$ cat config.mk
export PLATFORM = sky130hd
export DESIGN_NAME = stream_demux
export DESIGN_NICKNAME = d
export VERILOG_FILES = /design/src/rtl/stream_demux.sv
export SDC_FILE = /design/constraint.sdc
export NUM_CORES = 1
export LEC_CHECK = 0
export BUFFER_PORTS_ARGS = -buffer_cell sky130_fd_sc_hd__buf_2
export CAP_MARGIN = 30
export CORE_ASPECT_RATIO = 1.2
export CORE_UTILIZATION = 40
export CTS_CLUSTER_SIZE = 28
export DETAILED_ROUTE_END_ITERATION = 8
export PLACE_DENSITY = 0.66
export SYNTH_ARGS = -nofsm -noshare
export SYNTH_HDL_FRONTEND = slang
export SYNTH_SLANG_ARGS = --single-unit
$ cat constraint.sdc
create_clock -name clk -period 2.4 [get_ports clk]
set_input_delay 0.12 -clock clk [delete_from_list [all_inputs] [get_ports clk]]
set_output_delay 0.12 -clock clk [all_outputs]
set_load 0.02 [all_outputs]
$ cat src/rtl/stream_demux.sv
// stream_demux: routes one input stream to NCH output channels, each with a
// one-entry holding register. Words whose in_sel is outside the channel range
// are accepted, discarded and counted in a saturating 8-bit drop counter.
// Optional broadcast mode is built when STREAM_DEMUX_BCAST_EN is defined: with
// in_bcast high, a word is written to every channel at once. When the macro is
// undefined, in_bcast is ignored but the port is kept.
module stream_demux #(
   parameter int unsigned DW   = 8,
   parameter int unsigned NCH  = 8,
   parameter int unsigned SELW = 3
) (
   input  logic              clk,
   input  logic              rst,
   input  logic              in_valid,
   output logic              in_ready,
   input  logic [DW-1:0]     in_data,
   input  logic [SELW-1:0]   in_sel,
   input  logic              in_bcast,
   output logic [NCH-1:0]    out_valid,
   input  logic [NCH-1:0]    out_ready,
   output logic [NCH*DW-1:0] out_data,
   output logic [7:0]        drop_cnt
);

   logic [NCH-1:0] valid_q, valid_d;
   logic [DW-1:0]  data_q [NCH];
   logic [DW-1:0]  data_d [NCH];
   logic [7:0]     drop_q, drop_d;

   logic [NCH-1:0] slot_free;
   logic [NCH-1:0] sel_hit;
   logic [NCH-1:0] load;
   logic           sel_in_range;
   logic           accept;
   logic           bcast;

`ifdef STREAM_DEMUX_BCAST_EN
   assign bcast = in_bcast;
`else
   // Port stays present but has no effect.
   assign bcast = 1'b0 & in_bcast;
`endif

   // Decode the target channel and work out readiness for this cycle.
   always_comb begin
      sel_hit = '0;
      for (int i = 0; i < NCH; i++) begin
         sel_hit[i] = (in_sel == SELW'(i));
      end
      sel_in_range = |sel_hit;
      // A slot can take a word if it is empty or is being drained this cycle.
      slot_free = ~valid_q | out_ready;

      if (rst) begin
         in_ready = 1'b0;
      end else if (bcast) begin
         in_ready = &slot_free;
      end else if (sel_in_range) begin
         in_ready = |(sel_hit & slot_free);
      end else begin
         // Out-of-range words are always swallowed.
         in_ready = 1'b1;
      end

      accept = in_valid & in_ready;
      load   = accept ? (bcast ? {NCH{1'b1}} : sel_hit) : '0;
   end

   // Next state of the holding registers and the drop counter.
   always_comb begin
      valid_d = valid_q;
      for (int i = 0; i < NCH; i++) begin
         data_d[i] = data_q[i];
         if (load[i]) begin
            valid_d[i] = 1'b1;
            data_d[i]  = in_data;
         end else if (valid_q[i] && out_ready[i]) begin
            valid_d[i] = 1'b0;
         end
      end

      drop_d = drop_q;
      if (accept && !bcast && !sel_in_range && (drop_q != 8'hFF)) begin
         drop_d = drop_q + 8'd1;
      end
   end

   // State registers with synchronous active-high reset.
   always_ff @(posedge clk) begin
      if (rst) begin
         valid_q <= '0;
         drop_q  <= '0;
         for (int i = 0; i < NCH; i++) begin
            data_q[i] <= '0;
         end
      end else begin
         valid_q <= valid_d;
         drop_q  <= drop_d;
         for (int i = 0; i < NCH; i++) begin
            data_q[i] <= data_d[i];
         end
      end
   end

   // Pack per-channel holding registers onto the output bus.
   always_comb begin
      out_data = '0;
      for (int i = 0; i < NCH; i++) begin
         out_data[i*DW +: DW] = data_q[i];
      end
   end

   assign out_valid = valid_q;
   assign drop_cnt  = drop_q;

endmodule

==> results.py, run 1 <==
metrics = {
    "sta": {
        "rsz0062_at_grt": "no",
        "slew_violations": 0,
        "hold_viol": 0,
        "clock.fmax_ghz": 0.561,
        "fin_worst_skew_ns": 0.00980,
        "layout_min_cycle_time_ns": 1.78,
        "finalCritPeriodShare_pct": 74.3,
        "setup_tns_ns": 0,
        "worst_pin_slew_ns": 0.618,
        "finalSetupViolations": 0,
        "relSlewSlack_pct": 58.7,
    },
    "critical_path": {
        "critical_path_class": "reg -> out",
        "critPathTopFamily": "compound AO/OA/AOI/OAI gates",
        "worstPathArrival_ns": 1.66,
        "crit_buf_inv": 1,
        "cpPeakStageDelay_ns": 0.40,
        "cp_cell_sequence": "nand2b_1 -> a22o_1 -> a2111oi_0 -> nor3_1 -> buf_2",
        "end_kind": "output port",
        "path_max_fanout": 3,
        "required_ns": 2.28,
        "slowest_stage": "a2111oi_0",
        "cp-start-kind": "flop",
    },
    "global_routing": {
        "grt_pass1_vias": 1908,
        "grt_max_degree": 51,
        "grt_util_all_layers_pct": 18.1,
        "grt_pass1_wl_mm": 9.98,
        "overflow": 0,
        "antenna_found_initial": 0,
    },
    "die": {
        "die_h_um": 95.6,
        "rows": 33,
        "dieArea_um2": 7650,
        "die_w_um": 80.0,
        "ioPinCount": 104,
        "start_util_pct": 42.1,
        "coreArea_um2": 6940,
    },
    "synthesis": {
        "synth.distinct_cells": 19,
        "synth_fp_nets": 303,
        "synthCells": 280,
        "synthTopCellsByArea": "dfxtp_1 (55%), mux2i_1 (22%), nor2_1 (9.0%), nor2b_1 (2.8%), buf_2 (2.4%)",
        "synth.yosys.seq_area_share_pct": 54.8,
        "avgSynthCellArea_um2": 10.4,
        "synth_area_um2": 2920,
        "ys_ff_latch": 80,
        "ys.warnings.count": 0,
        "yosys.area.top_type_share_pct": 54.8,
        "yosys.area.top_type": "dfxtp_1",
    },
    "routing": {
        "drc": 0,
        "firstDrtPassIters": 4,
        "wl_per_cell_um": 14.5,
        "viasPerCell": 4.68,
        "vias": 2171,
        "final_antenna_net_count": 0,
        "finalWirelength_mm": 6.73,
        "drt_iter0_drc": 91,
    },
    "pwr": {
        "power_density_nw_per_um2": 686,
        "leakagePower_nw": 1.99,
        "ir_worst_vdd_v": 0.000363,
    },
    "finish": {
        "layout-drive-gt1-share_pct": 33.4,
        "fillers": 661,
        "layout_commonest_cell": "buf_2",
        "layout_common_cells": "buf_2 (102), dfxtp_1 (80), nor2_1 (70), mux2i_1 (64), nor2b_1 (13)",
        "finalNetCount": 395,
        "area_growth_pct": 24.8,
        "final_cell_area_um2": 3650,
        "antenna_cells": 0,
    },
    "clock_tree": {
        "cts.htree.levels": 3,
        "clock_latency_ns": 0.34,
        "post_cts_buffers": 0,
        "numCtsBuffers": 9,
        "cts_resized": 0,
        "cts_buffer_depth": 2,
        "cts.root.buffer_cell": "clkbuf_8",
        "clk_pin_slew_ns": 0.07,
        "postCtsHoldBufs": 0,
        "clock-sinks": 80,
        "cts_tree": "done",
    },
    "placed_design": {
        "routabilityCongestion": 0.807,
        "dp_hpwl_mm": 4.64,
        "port_buffers": 102,
        "place_area_um2": 3440,
    },
    "min_path": {
        "hold_class": "in -> reg",
    },
    "run_status": {
        "status": "completed",
    },
    "flow_run": {
        "max_cap_violations": 0,
    },
}
## cell usage after synthesis (all sizes together)
library cell	instances
dfxtp	80
nor2	70
mux2i	64
buf	17
nor2b	13
clkbuf	8
nand2b	7
a21oi	6
nand3	6
nor3b	3
a2111oi	1
a22o	1
and3b	1
mux4	1
nand2	1
nor3	1
## state kept, by name (all words and copies together) (netlist names)
signal / cells
drop_cnt: 8
out_valid: 8
data_q: 64
## final cells by class
class	instances	area, um2	share of cell area [%]
tap	87	109	2.98
sequential	80	1600	43.9
timing repair buffer	106	541	14.8
clock buffer	11	151	4.15
clock inverter	5	55.1	1.51
multi-input combinational	175	1190	32.6
## final timing paths
check / startpoint / to / slack [ns] / depth (start not counted)
worst max-delay path: out_valid[1] / in_ready / 0.62 / 5
worst max register to register: out_valid[0] / data_q[0][7] / 1.01 / 4
worst min register to register: drop_cnt[3] / drop_cnt[3] / 0.46 / 1
worst min-delay path: out_ready[7] / out_valid[7] / 0.1 / 4
## kinds of logic (layout without fill, tap and decap cells)
| group | after synthesis | after routing | synth area share [%] |
|---|---|---|---|
| simple gates | 102 | 102 | 16.4 |
| flops | 80 | 80 | 54.8 |
| mux | 65 | 65 | 22.7 |
| buf+inv | 25 | 122 | 4.45 |
| compound gates | 8 | 8 | 1.63 |
## power by group
group | internal (mW) | switching, mW
logic | 0.0555 | 0.103
clock network | 0.533 | 0.463
registers | 1.34 | 0.00750
## metal layers
| layer | vias to the layer above | GRT usage (%) | routed length [um] |
|---|---|---|---|
| li1 | 1102 | - | - |
| met1 | 996 | 22.9 | 3080 |
| met5 | - | 0 | 0 |
| met4 | 0 | 6.70 | 64 |
| met2 | 67 | 28.7 | 3170 |
| met3 | 6 | 5.93 | 417 |
## worst reg2reg max path, cell delays in order, from the launching register on
cell,delay (ns)
dfxtp_1,0.31
nand2b_1,0.11
nand3_1,0.46
mux2i_1,0.32
nor2_1,0.05
## through the flow
step           utilization, %  instances  total power, mW  setup slack [ns]  hold WS [ns]
3_3_place_gp             49.6        448             1.54             0.916         0.443
6_report                 52.6        464             2.50             0.616        0.0996
4_1_cts                  52.6        464             2.55             0.604        0.0829
5_1_grt                  52.6        464             2.62             0.503         0.106
2_1_floorplan               -        280             1.49             0.991         0.320
3_5_place_dp             49.6        448             1.54             0.884         0.450
(Power assumes the default switching activity.)
==> run 2: changes to the inputs <==
--- a/config.mk
+++ b/config.mk
@@ -5,13 +5,14 @@
 export SDC_FILE = /design/constraint.sdc
 export NUM_CORES = 1
 export LEC_CHECK = 0
+export ABC_AREA = 1
 export BUFFER_PORTS_ARGS = -buffer_cell sky130_fd_sc_hd__buf_2
 export CAP_MARGIN = 30
 export CORE_ASPECT_RATIO = 1.2
 export CORE_UTILIZATION = 40
 export CTS_CLUSTER_SIZE = 28
 export DETAILED_ROUTE_END_ITERATION = 8
-export PLACE_DENSITY = 0.66
+export PLACE_DENSITY = 0.64
 export SYNTH_ARGS = -nofsm -noshare
 export SYNTH_HDL_FRONTEND = slang
 export SYNTH_SLANG_ARGS = --single-unit
==> constraint.sdc (replaced) <==
create_clock -name clk -period 1.8 [get_ports clk]
set_input_delay 0.09 -clock clk [delete_from_list [all_inputs] [get_ports clk]]
set_output_delay 0.09 -clock clk [all_outputs]
set_load 0.02 [all_outputs]
==> run 2 against run 1 <==
Synthesized cell count rose by 82%; wire length rose by 25%; combinational power rose by 110%; hold slack got worse by 0.073 ns; sequential power rose by 34%; register-to-register slack got worse by 0.62 ns; largest power group unchanged; synthesized area rose by 22%; flip-flop and latch count did not move; die area rose by 22%; power rose by 31%; critical path depth rose by 1; critical endpoint unchanged; critical path type unchanged; cell count rose by 55%.
==> results.py, run 2 <==
metrics = {
    "synthesis": {
        "synth_fp_nets": 532,
        "synthArstFlopShare_pct": 0,
        "yosys.area.top_type_share_pct": 44.9,
        "synth_top_flop_cell": "dfxtp_1",
        "synth_common_cells": "nor2_1 (136), nand2_1 (132), dfxtp_1 (80), inv_1 (80), buf_2 (14)",
        "synth.distinct_cells": 19,
        "synthTopCellsByArea": "dfxtp_1 (45%), nor2_1 (14%), nand2_1 (14%), inv_1 (8.4%), nand4_4 (4.8%)",
        "synth_area_um2": 3570,
        "ys.warnings.count": 0,
        "avgSynthCellArea_um2": 7.01,
        "ys_ff_latch": 80,
        "synth.most_common_cell": "nor2_1",
        "synth_edf_count": 0,
        "yosys.area.top_type": "dfxtp_1",
        "synthCells": 509,
        "synth.yosys.seq_area_share_pct": 44.9,
    },
    "critical_path": {
        "crit_start": "out_valid[7]",
        "end_kind": "output port",
        "path_depth": 6,
        "timing.rr.end": "data_q[1][13]",
        "r2r_start": "out_valid[2]",
        "ff2ff_setup_slack_ns": 0.39,
        "r2r_cells": 8,
        "path_max_fanout": 2,
        "critPathTopFamily": "simple AND/OR/NAND/NOR gates",
        "required_ns": 1.71,
        "critPathMostFrequentCell": "nand2_2",
        "slowest_stage": "dfxtp_1",
        "crit_buf_inv": 1,
        "cp-start-kind": "flop",
        "worstPathArrival_ns": 1.35,
        "cp_cell_sequence": "nand2_1 -> nand2_2 -> nand2_2 -> nor2_4 -> a21oi_1 -> buf_2",
        "critPathCapture": "in_ready",
        "critical_path_class": "reg -> out",
        "cpPeakStageDelay_ns": 0.35,
    },
    "placed_design": {
        "routabilityCongestion": 0.797,
        "port_buffers": 102,
        "dp.cells": 702,
        "dp_slack_ns": 0.286,
        "dp_hpwl_mm": 5.78,
    },
    "clock_tree": {
        "cts.root.buffer_cell": "clkbuf_8",
        "post_cts_buffers": 0,
        "clock_latency_ns": 0.34,
        "cts.htree.levels": 3,
        "cts_tree": "done",
        "numCtsBuffers": 9,
        "clk_pin_slew_ns": 0.08,
        "postCtsHoldBufs": 0,
        "clock-sinks": 80,
        "cts_resized": 0,
        "cts_buffer_depth": 2,
    },
    "finish": {
        "layout-drive-gt1-share_pct": 24.8,
        "finalNetCount": 619,
        "largest-register": "data_q",
        "area_growth_pct": 17.9,
        "fillers": 904,
        "layout_common_cells": "nor2_1 (136), nand2_1 (132), buf_2 (102), inv_1 (80), dfxtp_1 (80)",
        "largest_reg_flops": 64,
        "seq_area_um2": 1600,
        "layout_commonest_cell": "nor2_1",
        "multiInputGateArea_um2": 1440,
        "instances_no_fill": 717,
        "antenna_cells": 0,
        "utilization_pct": 48.8,
    },
    "sta": {
        "slew_violations": 0,
        "rsz0062_at_grt": "no",
        "final.setup.worst_slack_ns": 0.357,
        "finalCritPeriodShare_pct": 80.1,
        "hold_viol": 0,
        "worst_pin_slew_ns": 0.392,
        "finalSetupViolations": 0,
        "relSlewSlack_pct": 73.9,
        "fin_worst_skew_ns": 0.00800,
        "layout_min_cycle_time_ns": 1.44,
        "setup_tns_ns": 0,
        "clock.fmax_ghz": 0.693,
    },
    "global_routing": {
        "overflow": 0,
        "antenna_found_initial": 0,
        "grt_pass1_vias": 2822,
        "grt_util_all_layers_pct": 19.3,
        "grt_pass1_wl_mm": 13.6,
        "grt_max_degree": 34,
    },
    "routing": {
        "drt_iter0_drc": 143,
        "finalWirelength_mm": 8.43,
        "vias": 3082,
        "final_antenna_net_count": 0,
        "viasPerCell": 4.30,
        "firstDrtPassIters": 4,
        "wl_per_cell_um": 11.8,
        "drc": 0,
    },
    "die": {
        "start_util_pct": 41.4,
        "dieArea_um2": 9300,
        "rows": 37,
        "ioPinCount": 104,
        "die_w_um": 88.2,
        "die_h_um": 105,
        "coreArea_um2": 8610,
    },
    "flow_run": {
        "max_cap_violations": 0,
    },
    "pwr": {
        "power_density_nw_per_um2": 781,
        "leakagePower_nw": 2.40,
        "ir_worst_vdd_v": 0.000356,
    },
    "run_status": {
        "status": "completed",
    },
    "min_path": {
        "hold_class": "in -> reg",
    },
}
[run 2: cell types whose count changed after synthesis, moves of 8 or more]
cell	before	now
nand2_2	0	10
nor2b_1	13	0
inv_1	0	80
nand2_1	1	132
nor2_1	70	136
nand4_4	0	8
mux2i_1	64	0
[run 2: how the worst min path moves through the flow]
stage,startpoint,endpoint,cells past startpoint
after CTS,out_ready[2],out_valid[2],4
final,out_ready[2],out_valid[2],4
after global routing,out_ready[1],out_valid[1],4
after global placement,out_ready[1],out_valid[1],4
after floorplan,out_ready[0],out_valid[0],3
after detailed placement,out_ready[2],out_valid[2],4
[run 2: stage by stage]
| stage | power, mW | area (um2) | hold WS, ns |
|---|---|---|---|
| detailed placement | 2.19 | 4040 | 0.392 |
| global route | 3.44 | 4200 | 0.0224 |
| global placement | 2.18 | 4040 | 0.390 |
| floorplan | 2.10 | 3570 | 0.275 |
| finish | 3.28 | 4200 | 0.0270 |
| CTS | 3.34 | 4200 | 0.0138 |
[run 2: cell families (layout without fill, tap and decap cells)]
group                  Yosys count  count (layout)  share of synthesized area [%]
DFF                             80              80                           44.9
AOI/OAI and AO/OA                9               9                           1.26
buffers and inverters          113             204                           14.7
and+or+nand+nor                307             307                           39.1
[run 2: power breakdown]
group	leakage, nW	switching (mW)	total (mW)	internal, mW
sequential	0.646	0.0136	1.81	1.80
combinational	1.67	0.236	0.329	0.0930
clock	0.0862	0.613	1.14	0.530
total	2.40	0.863	3.28	2.42
[run 2: area by class of cell]
cell class	count	share of cell area (%)
clock buffer	12	3.45
clock inverter	3	0.446
inverter	84	7.62
multi-input combinational	316	34.2
sequential	80	38.1
tap	117	3.48
timing repair buffer	105	12.7
[run 2: routing by layer]
layer  wire (um)  vias up  share of wire [%]  global-route usage [%]
met5           0        -                  0                       0
met4         223        0                2.6                    9.68
met3         311       16                3.7                    3.60
met2        4240       59                 50                    33.1
met1        3650     1371                 43                    22.6
li1            -     1636                  -                       -
[run 2: tightest hold or removal path, cell delays in order]
cell and delay [ns]:
buf_2 0.08, inv_1 0.03, nand2_1 0.07, a21oi_1 0.06
